File: src/rtl/bc_turn_controller.sv
// Bulls & Cows game sequencer: secret entry, alternating guesses, scorer handshake,
// and per-round win/draw/timeout decisions. All outputs are registered.
module bc_turn_controller #(
    parameter int unsigned DIGITS     = 4,
    parameter int unsigned MAX_ROUNDS = 8
) (
    input  logic                  clock,
    input  logic                  reset,
    input  logic [4*DIGITS-1:0]   entry,
    input  logic                  enter,
    output logic                  cmp_req,
    output logic [4*DIGITS-1:0]   cmp_secret,
    output logic [4*DIGITS-1:0]   cmp_guess,
    input  logic                  cmp_ack,
    input  logic [2:0]            cmp_bulls,
    input  logic [2:0]            cmp_cows,
    output logic                  player,
    output logic [1:0]            phase,
    output logic [3:0]            round,
    output logic [2:0]            last_bulls,
    output logic [2:0]            last_cows,
    output logic                  result_valid,
    output logic                  reject,
    output logic [1:0]            winner,
    output logic                  game_over
);

    typedef enum logic [2:0] {
        StSecret1,
        StSecret2,
        StGuess,
        StScore,
        StEnd
    } state_t;

    localparam logic [1:0] PhSecret = 2'd0;
    localparam logic [1:0] PhGuess  = 2'd1;
    localparam logic [1:0] PhScore  = 2'd2;
    localparam logic [1:0] PhOver   = 2'd3;

    state_t              state;
    logic [4*DIGITS-1:0] secret_j1;
    logic [4*DIGITS-1:0] secret_j2;
    logic                hit_j1;
    logic                entry_valid;
    logic                hit;
    logic [3:0]          round_next;

    assign hit        = (cmp_bulls == 3'(DIGITS));
    assign round_next = round + 4'd1;

    // Entry is valid when every digit is BCD (<= 9) and no two digits repeat.
    always_comb begin
        entry_valid = 1'b1;
        for (int i = 0; i < int'(DIGITS); i++) begin
            if (entry[4*i +: 4] > 4'd9) entry_valid = 1'b0;
            for (int j = i + 1; j < int'(DIGITS); j++) begin
                if (entry[4*i +: 4] == entry[4*j +: 4]) entry_valid = 1'b0;
            end
        end
    end

    // Game FSM with registered outputs; reject/result_valid are single-cycle pulses.
    always_ff @(posedge clock or posedge reset) begin
        if (reset) begin
            state        <= StSecret1;
            secret_j1    <= '0;
            secret_j2    <= '0;
            hit_j1       <= 1'b0;
            cmp_req      <= 1'b0;
            cmp_secret   <= '0;
            cmp_guess    <= '0;
            player       <= 1'b0;
            phase        <= PhSecret;
            round        <= 4'd0;
            last_bulls   <= 3'd0;
            last_cows    <= 3'd0;
            result_valid <= 1'b0;
            reject       <= 1'b0;
            winner       <= 2'b00;
            game_over    <= 1'b0;
        end else begin
            reject       <= 1'b0;
            result_valid <= 1'b0;
            case (state)
                StSecret1: begin
                    if (enter) begin
                        if (entry_valid) begin
                            secret_j1 <= entry;
                            player    <= 1'b1;
                            state     <= StSecret2;
                        end else begin
                            reject <= 1'b1;
                        end
                    end
                end
                StSecret2: begin
                    if (enter) begin
                        if (entry_valid) begin
                            secret_j2 <= entry;
                            player    <= 1'b0;
                            round     <= 4'd0;
                            phase     <= PhGuess;
                            state     <= StGuess;
                        end else begin
                            reject <= 1'b1;
                        end
                    end
                end
                StGuess: begin
                    if (enter) begin
                        if (entry_valid) begin
                            cmp_guess  <= entry;
                            // Each player is scored against the opponent's secret.
                            cmp_secret <= player ? secret_j1 : secret_j2;
                            cmp_req    <= 1'b1;
                            phase      <= PhScore;
                            state      <= StScore;
                        end else begin
                            reject <= 1'b1;
                        end
                    end
                end
                StScore: begin
                    // cmp_req is high for the whole of this state, so ack is always live here.
                    if (cmp_ack) begin
                        cmp_req      <= 1'b0;
                        last_bulls   <= cmp_bulls;
                        last_cows    <= cmp_cows;
                        result_valid <= 1'b1;
                        if (!player) begin
                            // J2 always gets the answering guess, even after a J1 hit.
                            hit_j1 <= hit;
                            player <= 1'b1;
                            phase  <= PhGuess;
                            state  <= StGuess;
                        end else if (hit_j1 || hit) begin
                            winner    <= {hit, hit_j1};
                            phase     <= PhOver;
                            game_over <= 1'b1;
                            state     <= StEnd;
                        end else begin
                            round <= round_next;
                            if (round_next == 4'(MAX_ROUNDS)) begin
                                winner    <= 2'b00;
                                phase     <= PhOver;
                                game_over <= 1'b1;
                                state     <= StEnd;
                            end else begin
                                player <= 1'b0;
                                phase  <= PhGuess;
                                state  <= StGuess;
                            end
                        end
                    end
                end
                StEnd: begin
                    // Any enter restarts; no validity check here.
                    if (enter) begin
                        secret_j1  <= '0;
                        secret_j2  <= '0;
                        hit_j1     <= 1'b0;
                        cmp_secret <= '0;
                        cmp_guess  <= '0;
                        round      <= 4'd0;
                        last_bulls <= 3'd0;
                        last_cows  <= 3'd0;
                        winner     <= 2'b00;
                        game_over  <= 1'b0;
                        player     <= 1'b0;
                        phase      <= PhSecret;
                        state      <= StSecret1;
                    end
                end
                default: begin
                    state <= StSecret1;
                    phase <= PhSecret;
                end
            endcase
        end
    end

endmodule

File: config.mk
export PLATFORM = sky130hd
export DESIGN_NAME = bc_turn_controller
export DESIGN_NICKNAME = d
export VERILOG_FILES = /design/src/rtl/bc_turn_controller.sv
export SDC_FILE = /design/constraint.sdc
export NUM_CORES = 1
export LEC_CHECK = 0
export BUFFER_PORTS_ARGS = -buffer_cell sky130_fd_sc_hd__buf_4
export CAP_MARGIN = 20
export CORE_MARGIN = 2
export CORE_UTILIZATION = 50
export CTS_CLUSTER_DIAMETER = 120
export DETAILED_ROUTE_END_ITERATION = 10
export PLACE_DENSITY = 0.73
export SLEW_MARGIN = 0
export SYNTH_ARGS = -nofsm -noshare
export SYNTH_HDL_FRONTEND = slang
export SYNTH_SLANG_ARGS = --single-unit
File: constraint.sdc
create_clock -name clock -period 2.7 [get_ports clock]
set_input_delay 0.135 -clock clock [delete_from_list [all_inputs] [get_ports clock]]
set_output_delay 0.135 -clock clock [all_outputs]
set_load 0.02 [all_outputs]
# [After elaboration in Yosys (flattened, before gate mapping)]
# Index checks and enable logic that the tools add are counted.
[classes] mux=83 n_reduce_logical=21 bitwise=1 magnitude_cmp=4 n_addsub=1 eq_ne=24
[ops] op="$pmux W16 S2" count=4
[ops] op="$mux W16" count=6
[ops] op="$mux W3" count=13
[ops] op="$mux W1" count=31
[ops] op="$mux W2" count=13
[ops] op="$eq A4 B4 Y1" count=6
[ops] op="$mux W4" count=6
[ops] op="$ne A2 B2 Y1 const B" count=11
[ops] op="$reduce_and A7 Y1" count=3
[ops] op="$reduce_and A4 Y1" count=5
[ops] op="$gt A4 B4 Y1 const B" count=4
[ops] op="$pmux W3 S5" count=1
[ops] op="$pmux W3 S2" count=2
[ops] op="$pmux W4 S3" count=1
[ops] op="$pmux W2 S5" count=1
[ops] op="$reduce_bool A2 Y1" count=5
[ops] op="$reduce_and A8 Y1" count=1
[ops] op="$eq A3 B2 Y1 const B" count=2
[ops] op="$eq A3 B3 Y1 const B" count=2
[ops] op="$pmux W1 S2" count=3
[ops] op="$reduce_and A5 Y1" count=1
[ops] op="$add A4 B1 Y4 const B" count=1
[ops] op="$eq A4 B4 Y1 const B" count=1
[ops] op="$pmux W1 S4" count=1
[ops] op="10 further kinds" count=10
[totals] input_bits=26 out_inout_bits=51 register_bits=87

# [Longest topological paths before layout]
[depth] ltp_word=14 mapped_depth=9 ltp_nobuf=6

# [Worst setup path before layout]
# OpenSTA, ideal clock, no wires.
[synth_timing] path_kind="input to register" start="input entry[2]" end="register cmp_secret[15]" cell_stages=8 path_buffers=2 required_time_ns=2.575 setup_time_ns=0.125 t_arrival_ns=1.996 slack_ns=0.579 cell_sequence="buf_2 > o21ai_1 > nand4_1 > nor4_4 > nand3_1 > nand2_1 > buf_4 > mux2_2"
[synth_between] elab_chain_cells=13
[synth_lines] item="from (decl)" line_no="9" rtl="input logic [4*DIGITS-1:0] entry,"
[synth_lines] item="$gt A4 B4 Y1" line_no="56" rtl="if (entry[4*i +: 4] > 4'd9) entry_valid = 1'b0;"
[synth_lines] item="$mux W1" line_no="56"
[synth_lines] item="$mux W1 (2 in a row)" line_no="58" rtl="if (entry[4*i +: 4] == entry[4*j +: 4]) entry_valid = 1'b0;"
[synth_lines] item="$mux W1 (*)" line_no="58"
[synth_lines] item="$mux W1 (*)" line_no="56"
[synth_lines] item="$mux W1 (*) (2 in a row)" line_no="58"
[synth_lines] item="$mux W1 (*)" line_no="56"
[synth_lines] item="$mux W1 (*)" line_no="58"
[synth_lines] item="$mux W1 (*)" line_no="56"
[synth_lines] item="$ne A2 B2 Y1 (no source line) (*)"
[synth_lines] item="$reduce_and A4 Y1 (no source line) (*)"
[synth_lines] item="to (signal assigned)" line_no="115" rtl="cmp_secret <= player ? secret_j1 : secret_j2;"
[synth_lines] item="to (decl)" line_no="12" rtl="output logic [4*DIGITS-1:0] cmp_secret,"
# Mark *: on every way between the ends. The rest lies on a longest branch, timed or not.
# A chain may end at the register's enable or synchronous reset.

# [Worst setup path after layout]
[layout_timing] start="register state[1]" end="register winner[1]"
[layout_between] elab_chain_cells=3
[layout_lines] item="from (decl)" line_no="41" rtl="state_t state;"
[layout_lines] item="from (signal assigned)" line_no="66" rtl="state <= StSecret1;"
[layout_lines] item="from (signal assigned)" line_no="91" rtl="state <= StSecret2;"
[layout_lines] item="from (signal assigned)" line_no="104" rtl="state <= StGuess;"
[layout_lines] item="$eq A3 B2 Y1 or $eq A3 B3 Y1 (tied branches)" line_no="85" rtl="case (state)"
[layout_lines] item="$ne A3 B3 Y1 (no source line), or another cell as far along"
[layout_lines] item="$reduce_and A5 Y1 (no source line)"
[layout_lines] item="to (signal assigned)" line_no="138" rtl="winner <= {hit, hit_j1};"
[layout_lines] item="to (decl)" line_no="24" rtl="output logic [1:0] winner,"
# Parallel ways exist; a longest one is shown, timed or not.

==> results.toml <==
[place]
place_area_um2 = 4892
io_buffers = 76
gp_congestion = 0.9242
dp_hpwl_mm = 6.708

[worst_setup_path]
crit_path_start = "state[1]$_DFFE_PP0P_"
r2r-end = "winner[1]$_DFFE_PP0P_"
r2r_cells = 5
rrSetupSlack_ps = 550
critPathArrivalTime_ps = 2390
critPathLaunchType = "flop"
end_kind = "flop"
crit_fanout = 15
critical_path_class = "reg -> reg"
cp.required_ps = 2940
r2r-start = "state[1]$_DFFE_PP0P_"
critPathCapture = "winner[1]$_DFFE_PP0P_"

[logic_synthesis]
syn_inst = 400
synth_cell_types = 49
ys_dominant_reg_cell = "dfrtp_1"
async_flop_share = 1.000
yosys_warnings = 0
synth-edff-count = 0
syn-cell-area_um2 = 4287
avgSynthCellArea_um2 = 10.72
synth.ff_latch_count = 87
synth_seq_area_share = 0.5079
syn_nets = 427

[cells_and_area]
final_core_util = 0.6233
fin_area_um2 = 5147
nets = 491
layout-drive-gt1-share = 0.2516
insertedDiodeCount = 0
syn2layout_area_growth_pct = 20.08

[job]
cap_viol_max_count = 0

[grt]
grt_max_degree = 47
grt_first_pass_wirelength_mm = 15.79
grt_pass1_vias = 3110
grt.overflow.total = 0
grt_antenna_before_repair = 0
groute.usage.overall = 0.2246

[cts]
cts_resized = 0
cts_tree = "built"
cts_htree_levels = 3
clkSinkCount = 87
cts_root_buf = "clkbuf_8"
clk_transition_reported_paths_ps = 90
cts_made_buffers = 9
clk_latency_ps = 350
cts_buffer_depth = 2

[routing]
wl_per_cell_um = 17.15
drc = 0
routed_wl_mm = 9.842
route.met3.wl_um = 432
ant_nets = 0
vias = 3213
drt_iter0_markers = 164
highest_layer = "met4"
wl_met2_mm = 4.624
vias_per_cell = 5.598
wl_met1_mm = 4.613
firstDrtPassIters = 5

[die]
dieArea_um2 = 9330
start_util = 0.5191
boundaryPins = 77
die_y_um = 96.59
core_area_um2 = 8258
die_x_um = 96.59
num_rows = 33

[timing]
period_share = 0.7948
maxSlewHeadroom = 0.5125
finalCriticalPeriod_ps = 2146
worst_pin_slew_ps = 730.5
fin_tns_setup_ps = 0
slew_violations = 0
fmax_mhz = 466.0
rsz0062_at_grt = "no"
fin_skew_ps = 6.987
final_hold_viol_count = 0
setup_viol = 0

[outcome]
status = "finished, final reports clean"

[pwr]
irDropWorstVdd_uv = 392.6
power.leakage_nw = 2.730
power_w = 0.005130
p_per_area_nw_per_um2 = 996.6

[worst_hold_path]
worstHoldStart = "cmp_bulls[2]"
min_path_type = "in -> reg"
==> where the power goes <==
group	leakage, nW	total [W]	switching (W)	internal (W)
sequential	1.14	0.00218	0.000368	0.00181
combinational	1.49	0.00202	0.00108	0.000938
clock	0.0993	0.000938	0.000480	0.000458
==> cell type report <==
cell class / count / area, um^2
clock buffer: 10 / 137.6
clock inverter: 6 / 67.56
fill: 695 / 3110
inverter: 24 / 91.34
multi-input combinational: 253 / 1849
sequential: 87 / 2177
tap: 105 / 131.4
timing repair buffer: 89 / 693.2
==> worst min path at each step <==
stage                                endpoint  slack [ps]  cells past startpoint
floorplan           secret_j2[12]$_DFFE_PP0P_         270                      1
global placement       result_valid$_DFF_PP0_         280                      2
detailed placement   cmp_guess[6]$_DFFE_PP0P_         290                      2
CTS                 last_bulls[2]$_DFFE_PP0P_           4                      2
global route        last_bulls[2]$_DFFE_PP0P_           3                      2
finish              last_bulls[2]$_DFFE_PP0P_          20                      2
==> repair_timing <==
action,4_1_cts,5_1_grt
hold endpoints to repair,45,0
hold buffers,5,0
setup buffers,0,0
endpoints found under the setup margin,0,0
==> sequential cells by signal (all words and copies together) (netlist names) <==
signal and count:
phase 2, secret_j2 16, reject 1, last_cows 3, game_over 1, result_valid 1
player 1, state 3, secret_j1 16, cmp_secret 16, winner 2, last_bulls 3
cmp_req 1, cmp_guess 16, round 4, hit_j1 1
==> synth_stat cells (3+ instances only) <==
cell type  number  area, um^2
nor4_1          5       31.28
o21ai_1         4       20.02
mux2_2         12       135.1
nand3_1        22       110.1
nand2_1        25       93.84
mux2_1          7       78.83
nor2_1         29       108.9
a211oi_1        5       37.54
dfrtp_1        87        2177
o31ai_1        17       127.6
xor2_1         20       175.2
xnor2_1         4       35.03
and2_1          3       18.77
inv_1          24       90.09
mux2i_1        35       350.3
nor3b_1         3       22.52
a21oi_1         4       20.02
a22o_1         22       192.7
a31oi_1         3       18.77
buf_2          14       70.07
clkbuf_1       15       56.30
nand4_1         3       18.77
a21o_1          3       22.52
==> cells by family (layout without fill, tap and decap cells) <==
group | Yosys count | in the layout | synth area share
flip-flops | 87 | 87 | 0.5079
AND/OR/NAND/NOR | 101 | 101 | 0.1179
XOR/XNOR | 24 | 24 | 0.04904
buffers and inverters | 60 | 129 | 0.06071
adder cells (fa/ha/maj) | 2 | 2 | 0.005254
multiplexers | 54 | 54 | 0.1316
AO/OA/AOI/OAI | 72 | 72 | 0.1276
==> cells in the final DEF, fill, tap and decap left out, drive strengths merged, types with 2 or more instances in the layout <==
| cell type | count |
|---|---|
| clkbuf | 10 |
| inv | 25 |
| mux2i | 35 |
| nand3 | 22 |
| xor2 | 20 |
| o22a | 2 |
| o21ai | 6 |
| nor3 | 3 |
| clkinv | 2 |
| mux2 | 19 |
| and2 | 3 |
| a211oi | 5 |
| a21oi | 4 |
| nand2 | 26 |
| nand4 | 3 |
| buf | 84 |
| o211ai | 2 |
| nor3b | 3 |
| nor4 | 6 |
| o31ai | 17 |
| dfrtp | 87 |
| a21boi | 2 |
| nor2 | 29 |
| xnor2 | 4 |
| dlygate4sd3 | 5 |
| a31oi | 3 |
| a21o | 3 |
| a22o | 22 |
| clkinvlp | 2 |
==> per-stage QoR <==
stage               hold slack (ps)  setup slack [ps]  cells
floorplan                     274.9             314.8    400
global route                  2.759             381.7    574
detailed placement            290.5             544.1    553
finish                        17.49             554.1    574
global placement              277.2             616.3    553
CTS                           4.353             574.6    574
==> layer usage <==
layer  vias to the layer above  global-route usage
met4                         0             0.08216
met5                         -                   0
li1                       1530                   -
met3                        16             0.03957
met2                        90              0.3513
met1                      1577              0.3149
==> worst max-delay path, stage by stage, from the launching register on <==
cell and delay [ps]:
dfrtp_1 650, nand2_1 170, or2_2 340, a211oi_1 250, o22a_1 280, mux2_2 360
Power figures use the tool's default switching activity.
